## config.mk

```make
export PLATFORM = sky130hd
export DESIGN_NAME = qpsk_symbol_detector
export DESIGN_NICKNAME = d
export VERILOG_FILES = /design/src/rtl/qpsk_pkg.sv /design/src/rtl/qpsk_ref_rom.sv /design/src/rtl/qpsk_symbol_detector.sv
export SDC_FILE = /design/constraint.sdc
export NUM_CORES = 1
export LEC_CHECK = 0
export ABC_CLOCK_PERIOD_IN_PS = 12300
export CORE_ASPECT_RATIO = 1.5
export CORE_MARGIN = 1
export CORE_UTILIZATION = 47
export CTS_CLUSTER_SIZE = 24
export DETAILED_ROUTE_END_ITERATION = 7
export GPL_TIMING_DRIVEN = 1
export SYNTH_ARGS = -nofsm -noshare
export SYNTH_HDL_FRONTEND = slang
export SYNTH_HIERARCHICAL = 1
export SYNTH_SLANG_ARGS = --single-unit
```

## constraint.sdc

```tcl
create_clock -name clk -period 12.3 [get_ports clk]
set_input_delay 2.46 -clock clk [delete_from_list [all_inputs] [get_ports clk]]
set_output_delay 2.46 -clock clk [all_outputs]
set_load 0.02 [all_outputs]
```

## src/rtl/qpsk_pkg.sv

```systemverilog
// Shared QPSK definitions: reference cosine table, data widths, symbol encodings
// and bit-to-sign mapping, used by both the symbol generator and the detector.
package qpsk_pkg;

  localparam int SPS    = 16;
  localparam int DATA_W = 10;
  localparam int ACC_W  = 24;
  localparam int REF_W  = 9;

  typedef logic signed [REF_W-1:0] ref_t;

  // Symbol naming is {b1,b0}: b1 selects the cosine sign, b0 the sine sign.
  typedef enum logic [1:0] {
    SYM_00 = 2'b00,
    SYM_01 = 2'b01,
    SYM_10 = 2'b10,
    SYM_11 = 2'b11
  } qpsk_sym_t;

  function automatic ref_t cos_ref(input logic [3:0] k);
    ref_t r;
    case (k)
      4'd0:    r = 9'sd100;
      4'd1:    r = 9'sd92;
      4'd2:    r = 9'sd71;
      4'd3:    r = 9'sd38;
      4'd4:    r = 9'sd0;
      4'd5:    r = -9'sd38;
      4'd6:    r = -9'sd71;
      4'd7:    r = -9'sd92;
      4'd8:    r = -9'sd100;
      4'd9:    r = -9'sd92;
      4'd10:   r = -9'sd71;
      4'd11:   r = -9'sd38;
      4'd12:   r = 9'sd0;
      4'd13:   r = 9'sd38;
      4'd14:   r = 9'sd71;
      default: r = 9'sd92;
    endcase
    return r;
  endfunction

  // A set bit transmits the reference with positive sign.
  function automatic logic signed [1:0] bit_to_sign(input logic b);
    return b ? 2'sd1 : -2'sd1;
  endfunction

endpackage

```

## src/rtl/qpsk_ref_rom.sv

```systemverilog
// Combinational cosine/sine reference lookup for one 16-phase symbol period.
module qpsk_ref_rom
  import qpsk_pkg::*;
(
  input  logic [3:0] phase,
  output ref_t       cos_o,
  output ref_t       sin_o
);

  logic [3:0] sin_idx;

  // Sine is the cosine table delayed by a quarter period (4 phases).
  always_comb begin
    sin_idx = phase + 4'd12;
    cos_o   = cos_ref(phase);
    sin_o   = cos_ref(sin_idx);
  end

endmodule

```

## src/rtl/qpsk_symbol_detector.sv

```systemverilog
// Correlating QPSK detector: multiplies each sample by cos/sin references,
// integrates over a 16-sample symbol and decides bits from the correlation signs.
module qpsk_symbol_detector
  import qpsk_pkg::*;
#(
  parameter int DATA_W   = qpsk_pkg::DATA_W,
  parameter int ACC_W    = qpsk_pkg::ACC_W,
  parameter int E_THRESH = 40000
) (
  input  logic                     clk,
  input  logic                     rst_n,
  input  logic signed [DATA_W-1:0] sample_in,
  input  logic                     sample_valid,
  input  logic                     sync_clr,
  output logic [1:0]               sym_bits,
  output logic                     sym_valid,
  output logic signed [ACC_W-1:0]  i_acc,
  output logic signed [ACC_W-1:0]  q_acc,
  output logic                     sym_err,
  output logic [15:0]              sym_count
);

  localparam int PROD_W = DATA_W + REF_W;

  // Input handshake: sample_in is consumed on every rising edge where
  // sample_valid=1 and sync_clr=0; there is no ready, the block never stalls.
  logic                     accept;
  logic [3:0]               phase_q, phase_d;
  logic                     s1_valid_q, s1_valid_d;
  logic                     s1_last_q, s1_last_d;
  logic signed [PROD_W-1:0] pi_q, pi_d, pq_q, pq_d;
  logic signed [ACC_W-1:0]  acc_i_q, acc_i_d, acc_q_q, acc_q_d;
  logic                     fin_valid_q, fin_valid_d;
  logic signed [ACC_W-1:0]  fin_i_q, fin_i_d, fin_q_q, fin_q_d;
  logic [1:0]               sym_bits_q, sym_bits_d;
  logic                     sym_valid_q, sym_valid_d;
  logic signed [ACC_W-1:0]  i_acc_q, i_acc_d, q_acc_q, q_acc_d;
  logic                     sym_err_q, sym_err_d;
  logic [15:0]              sym_count_q, sym_count_d;

  ref_t                     cos_w, sin_w;
  logic signed [ACC_W-1:0]  sum_i, sum_q;
  logic [ACC_W-1:0]         abs_i, abs_q;
  logic [ACC_W:0]           energy;

  qpsk_ref_rom u_rom (
    .phase (phase_q),
    .cos_o (cos_w),
    .sin_o (sin_w)
  );

  always_comb begin
    accept      = sample_valid && !sync_clr;
    phase_d     = phase_q;
    s1_valid_d  = accept;
    s1_last_d   = s1_last_q;
    pi_d        = pi_q;
    pq_d        = pq_q;
    acc_i_d     = acc_i_q;
    acc_q_d     = acc_q_q;
    fin_valid_d = 1'b0;
    fin_i_d     = fin_i_q;
    fin_q_d     = fin_q_q;
    sum_i       = acc_i_q + ACC_W'(pi_q);
    sum_q       = acc_q_q + ACC_W'(pq_q);

    if (sync_clr) begin
      phase_d = 4'd0;
    end else if (accept) begin
      phase_d   = phase_q + 4'd1;
      pi_d      = PROD_W'(sample_in) * PROD_W'(cos_w);
      pq_d      = PROD_W'(sample_in) * PROD_W'(sin_w);
      s1_last_d = (phase_q == 4'(SPS - 1));
    end

    // The closing sample's sum goes straight to the final registers while the
    // accumulators restart, so a following symbol can begin on the next edge.
    if (sync_clr) begin
      acc_i_d = '0;
      acc_q_d = '0;
    end else if (s1_valid_q) begin
      if (s1_last_q) begin
        fin_valid_d = 1'b1;
        fin_i_d     = sum_i;
        fin_q_d     = sum_q;
        acc_i_d     = '0;
        acc_q_d     = '0;
      end else begin
        acc_i_d = sum_i;
        acc_q_d = sum_q;
      end
    end
  end

  always_comb begin
    abs_i       = fin_i_q[ACC_W-1] ? ACC_W'(-fin_i_q) : fin_i_q;
    abs_q       = fin_q_q[ACC_W-1] ? ACC_W'(-fin_q_q) : fin_q_q;
    energy      = {1'b0, abs_i} + {1'b0, abs_q};
    sym_valid_d = 1'b0;
    sym_bits_d  = sym_bits_q;
    i_acc_d     = i_acc_q;
    q_acc_d     = q_acc_q;
    sym_err_d   = sym_err_q;
    sym_count_d = sym_count_q;
    if (fin_valid_q && !sync_clr) begin
      sym_valid_d = 1'b1;
      sym_bits_d  = {~fin_i_q[ACC_W-1], ~fin_q_q[ACC_W-1]};
      i_acc_d     = fin_i_q;
      q_acc_d     = fin_q_q;
      sym_err_d   = (energy < (ACC_W+1)'(E_THRESH));
      sym_count_d = sym_count_q + 16'd1;
    end
  end

  always_ff @(posedge clk or negedge rst_n) begin
    if (!rst_n) begin
      phase_q     <= '0;
      s1_valid_q  <= 1'b0;
      s1_last_q   <= 1'b0;
      pi_q        <= '0;
      pq_q        <= '0;
      acc_i_q     <= '0;
      acc_q_q     <= '0;
      fin_valid_q <= 1'b0;
      fin_i_q     <= '0;
      fin_q_q     <= '0;
      sym_bits_q  <= '0;
      sym_valid_q <= 1'b0;
      i_acc_q     <= '0;
      q_acc_q     <= '0;
      sym_err_q   <= 1'b0;
      sym_count_q <= '0;
    end else begin
      phase_q     <= phase_d;
      s1_valid_q  <= s1_valid_d;
      s1_last_q   <= s1_last_d;
      pi_q        <= pi_d;
      pq_q        <= pq_d;
      acc_i_q     <= acc_i_d;
      acc_q_q     <= acc_q_d;
      fin_valid_q <= fin_valid_d;
      fin_i_q     <= fin_i_d;
      fin_q_q     <= fin_q_d;
      sym_bits_q  <= sym_bits_d;
      sym_valid_q <= sym_valid_d;
      i_acc_q     <= i_acc_d;
      q_acc_q     <= q_acc_d;
      sym_err_q   <= sym_err_d;
      sym_count_q <= sym_count_d;
    end
  end

  assign sym_bits  = sym_bits_q;
  assign sym_valid = sym_valid_q;
  assign i_acc     = i_acc_q;
  assign q_acc     = q_acc_q;
  assign sym_err   = sym_err_q;
  assign sym_count = sym_count_q;

endmodule

```

==> flow_summary_export.csv <==
group,metric,value,unit
outcome,status,"finished clean",
floorplanning,die_h,244.4,um
floorplanning,core-area,38540,um^2
cts,clock_latency,520,ps
worst_setup_path,cp-start-kind,"primary input",
worst_setup_path,r2r_cells,24,
routing,num_vias,13730,
timing,worst_clock_skew,20.57,ps
synth,synth.distinct_cells,69,
pwr,p_int,1.848,mW
routing,route.met3.wl,1068,um
placed_design,hpwl,32180,um
cts,clock-sinks,209,
synth,syn-num-nets,2358,
timing,max_freq,128.8,MHz
routing,via_per_inst,5.348,
cts,htreeDepth,1,
timing,rsz0062_at_grt,"no",
finish,mostFrequentLayoutCell,"nand2_1",
cts,cts_tree,"yes",
worst_setup_path,arrival,8130,ps
worst_setup_path,critPathMaxFanout,18,
synth,yosys_warnings,6,
finish,layout-drive-gt1-share,0.04390,
global_route,antenna_found_initial,0,
timing,setup_viol,0,
cts,cts_hold_buf,0,
routing,drt_iter0_drc,686,
synth,synth-seq-cells,209,
cts,cts_setup_buffers,0,
pwr,powerDensity,150.8,nW/um^2
synth,synth_top_area_frac,0.2840,
synth,netlist_area,18420,um^2
min_path,whs_path_depth,1,
global_route,grt_pass1_wl,70660,um
timing,fin_crit_sh,0.6310,
routing,firstDrtPassIters,7,
floorplanning,start_util,0.4779,
floorplanning,rows,88,
cts,clk_pin_slew,70,ps
pwr,switchingPower,1.220,mW
pwr,seq_power_share,0.279,
global_route,grt_pass1_vias,14250,
timing,max-slew-margin-rel,0.2154,
timing,hold_slack,471.3,ps
pwr,power,3.068,mW
timing,slew_viol_final,0,
cts,clockRootBuffer,"clkbuf_16",
cts,cts-resized-gates,0,
finish,layout_common_cells,"437 x nand2_1, 209 x dfrtp_1, 202 x inv_1, 158 x ha_1, 156 x fa_1",
timing,tightestPinTransition,1165,ps
synth,postSynthAreaPerCell,9.073,um^2
placed_design,numPortBuffers,81,
floorplanning,die_area,40000,um^2
routing,wl,41490,um
pwr,pwr-share-clk,0.227,
run,cap_viol_max_count,0,
global_route,gr-total-overflow,0,
routing,dr.max_layer_used,"met4",
synth,synth_ff_type,"dfrtp_1",
routing,wire_per_inst,16.16,um
timing,hold_violations,0,
finish,fin_nets,2387,
cts,clockBufferDepth,3,
floorplanning,io_pins,82,
pwr,p_leak,10.28,nW
synth,synth_edf_count,0,
pwr,p_comb_frac,0.494,
timing,tns,0,ps
routing,route.antenna.remaining_nets,0,
pwr,ir_drop,0.0001398,V
synth,yosysTopAreaCell,"dfrtp_1",
worst_setup_path,critPathCaptureType,"flop",
worst_setup_path,crit_type,"in -> reg",
cts,cts_made_buffers,21,
timing,min_period,7762,ps
worst_setup_path,cp.required,12670,ps
floorplanning,fp.dieW,163.6,um
synth,synthTopCellsByArea,"dfrtp_1 28%, fa_1 17%, ha_1 11%",
min_path,hold_path_class,"reg -> reg",
routing,wl_met2,21450,um
finish,synthToLayoutAreaGrowth,10.43,%
placed_design,gp_routability_congestion,0.9057,
synth,synth_cells,2030,
synth,yosysSeqAreaShare,0.2840,
routing,m1WireLength,17210,um
synth,synth-async-reset-ratio,1.000,
global_route,track_usage,0.2193,
finish,antennaDiodeCount,0,
global_route,grt_start_max_net_pins,80,
pwr,switching_share,0.3977,
routing,drcViolationCount,0,
sequential cells by signal (all words and copies together), names as in the netlist, 2 cells and up:
register	cells
sym_count	16
i_acc	24
acc_q_q	24
phase_q	4
q_acc	24
sym_bits	2
pq_q	19
fin_i_q	24
fin_q_q	24
acc_i_q	24
pi_q	19
final cells by class:
class	count	area, um^2
clock buffer	28	591.8
clock inverter	9	153.9
sequential	209	5230
timing repair buffer	96	927.1
inverter	202	758.2
tap	495	619.3
multi-input combinational	1529	12060
fill	3597	18200
metal layers:
metal | GRT usage | vias to the layer above
li1 | - | 6742
met1 | 0.2621 | 6689
met2 | 0.3993 | 227
met3 | 0.01543 | 75
met4 | 0.09504 | 0
met5 | 0 | -
cells by family (layout without fill, tap and decap cells):
| kind of cell | Yosys count | after routing | synth area share |
|---|---|---|---|
| buf+inv | 292 | 335 | 0.06202 |
| mux | 20 | 20 | 0.01243 |
| simple gates | 691 | 691 | 0.1659 |
| compound gates | 355 | 355 | 0.1279 |
| flops | 209 | 209 | 0.2840 |
| fa+ha+maj | 314 | 314 | 0.2769 |
| xor+xnor | 149 | 149 | 0.07086 |
power by group through the flow:
stage	registers (mW)	clock network, mW	logic, mW
after global routing	0.870	0.741	1.75
after global placement	0.866	0	1.49
after detailed placement	0.868	0	1.52
after floorplan	0.837	0	1.20
after CTS	0.857	0.717	1.53
final	0.857	0.697	1.51
path summary, 6_finish.rpt:
check / slack [ps] / end / startpoint
min in group asynchronous: 1990 / sym_valid / rst_n
min reg2reg: 470 / sym_count[15] / sym_count[15]
max reg2reg: 5200 / pi_q[18] / phase_q[1]
max in group asynchronous: 9000 / fin_i_q[2] / rst_n
min: 470 / sym_count[15] / sym_count[15]
max: 4540 / pi_q[18] / sample_in[5]
worst max-delay path, cell delays in order:
cell and delay (ps):
clkdlybuf4s50_1 910, nand2_1 190, fa_1 590, inv_1 50, fa_1 490, inv_1 40, fa_1 470, inv_1 50
fa_1 470, ha_1 300, ha_1 340, a21oi_1 220, o21bai_1 110, a21oi_2 170, o21ai_1 140, a41o_1 300
or4_1 420, a31oi_1 210, xnor2_1 140, o21ai_1 70
synth_stat cells (4+ instances only):
library cell and count:
nor2b_1 4, mux2i_1 6, or3_1 9, a21oi_1 65, a22o_1 29, nor2_1 67, nand2b_1 19, nor3b_1 4
or2_2 4, or4_1 7, o21ai_0 110, buf_4 6, a21boi_0 4, and3_1 8, nand4_1 12, dfrtp_1 209
ha_1 158, nand3_1 22, inv_1 202, o21bai_1 15, and2_1 77, o41ai_1 8, a31oi_1 7, a21o_1 28
nor4_1 4, o31ai_1 20, a211oi_1 5, a41o_1 5, nand2_1 437, nor3_1 9, o211ai_1 5, o21a_1 6
o21ai_1 8, clkbuf_1 78, mux2_2 13, xnor2_1 113, fa_1 156, xor2_1 36, a21oi_2 5
per-stage QoR:
stage | setup WS [ps] | utilization | cells | instance area (um^2)
floorplan | 4814 | - | 2030 | 18420
global placement | 4078 | 0.5084 | 2531 | 19590
detailed placement | 3994 | 0.5084 | 2531 | 19590
CTS | 4530 | 0.5278 | 2568 | 20340
global route | 4222 | 0.5278 | 2568 | 20340
finish | 4538 | 0.5278 | 2568 | 20340
No activity file was read; power rests on OpenSTA's default activity.
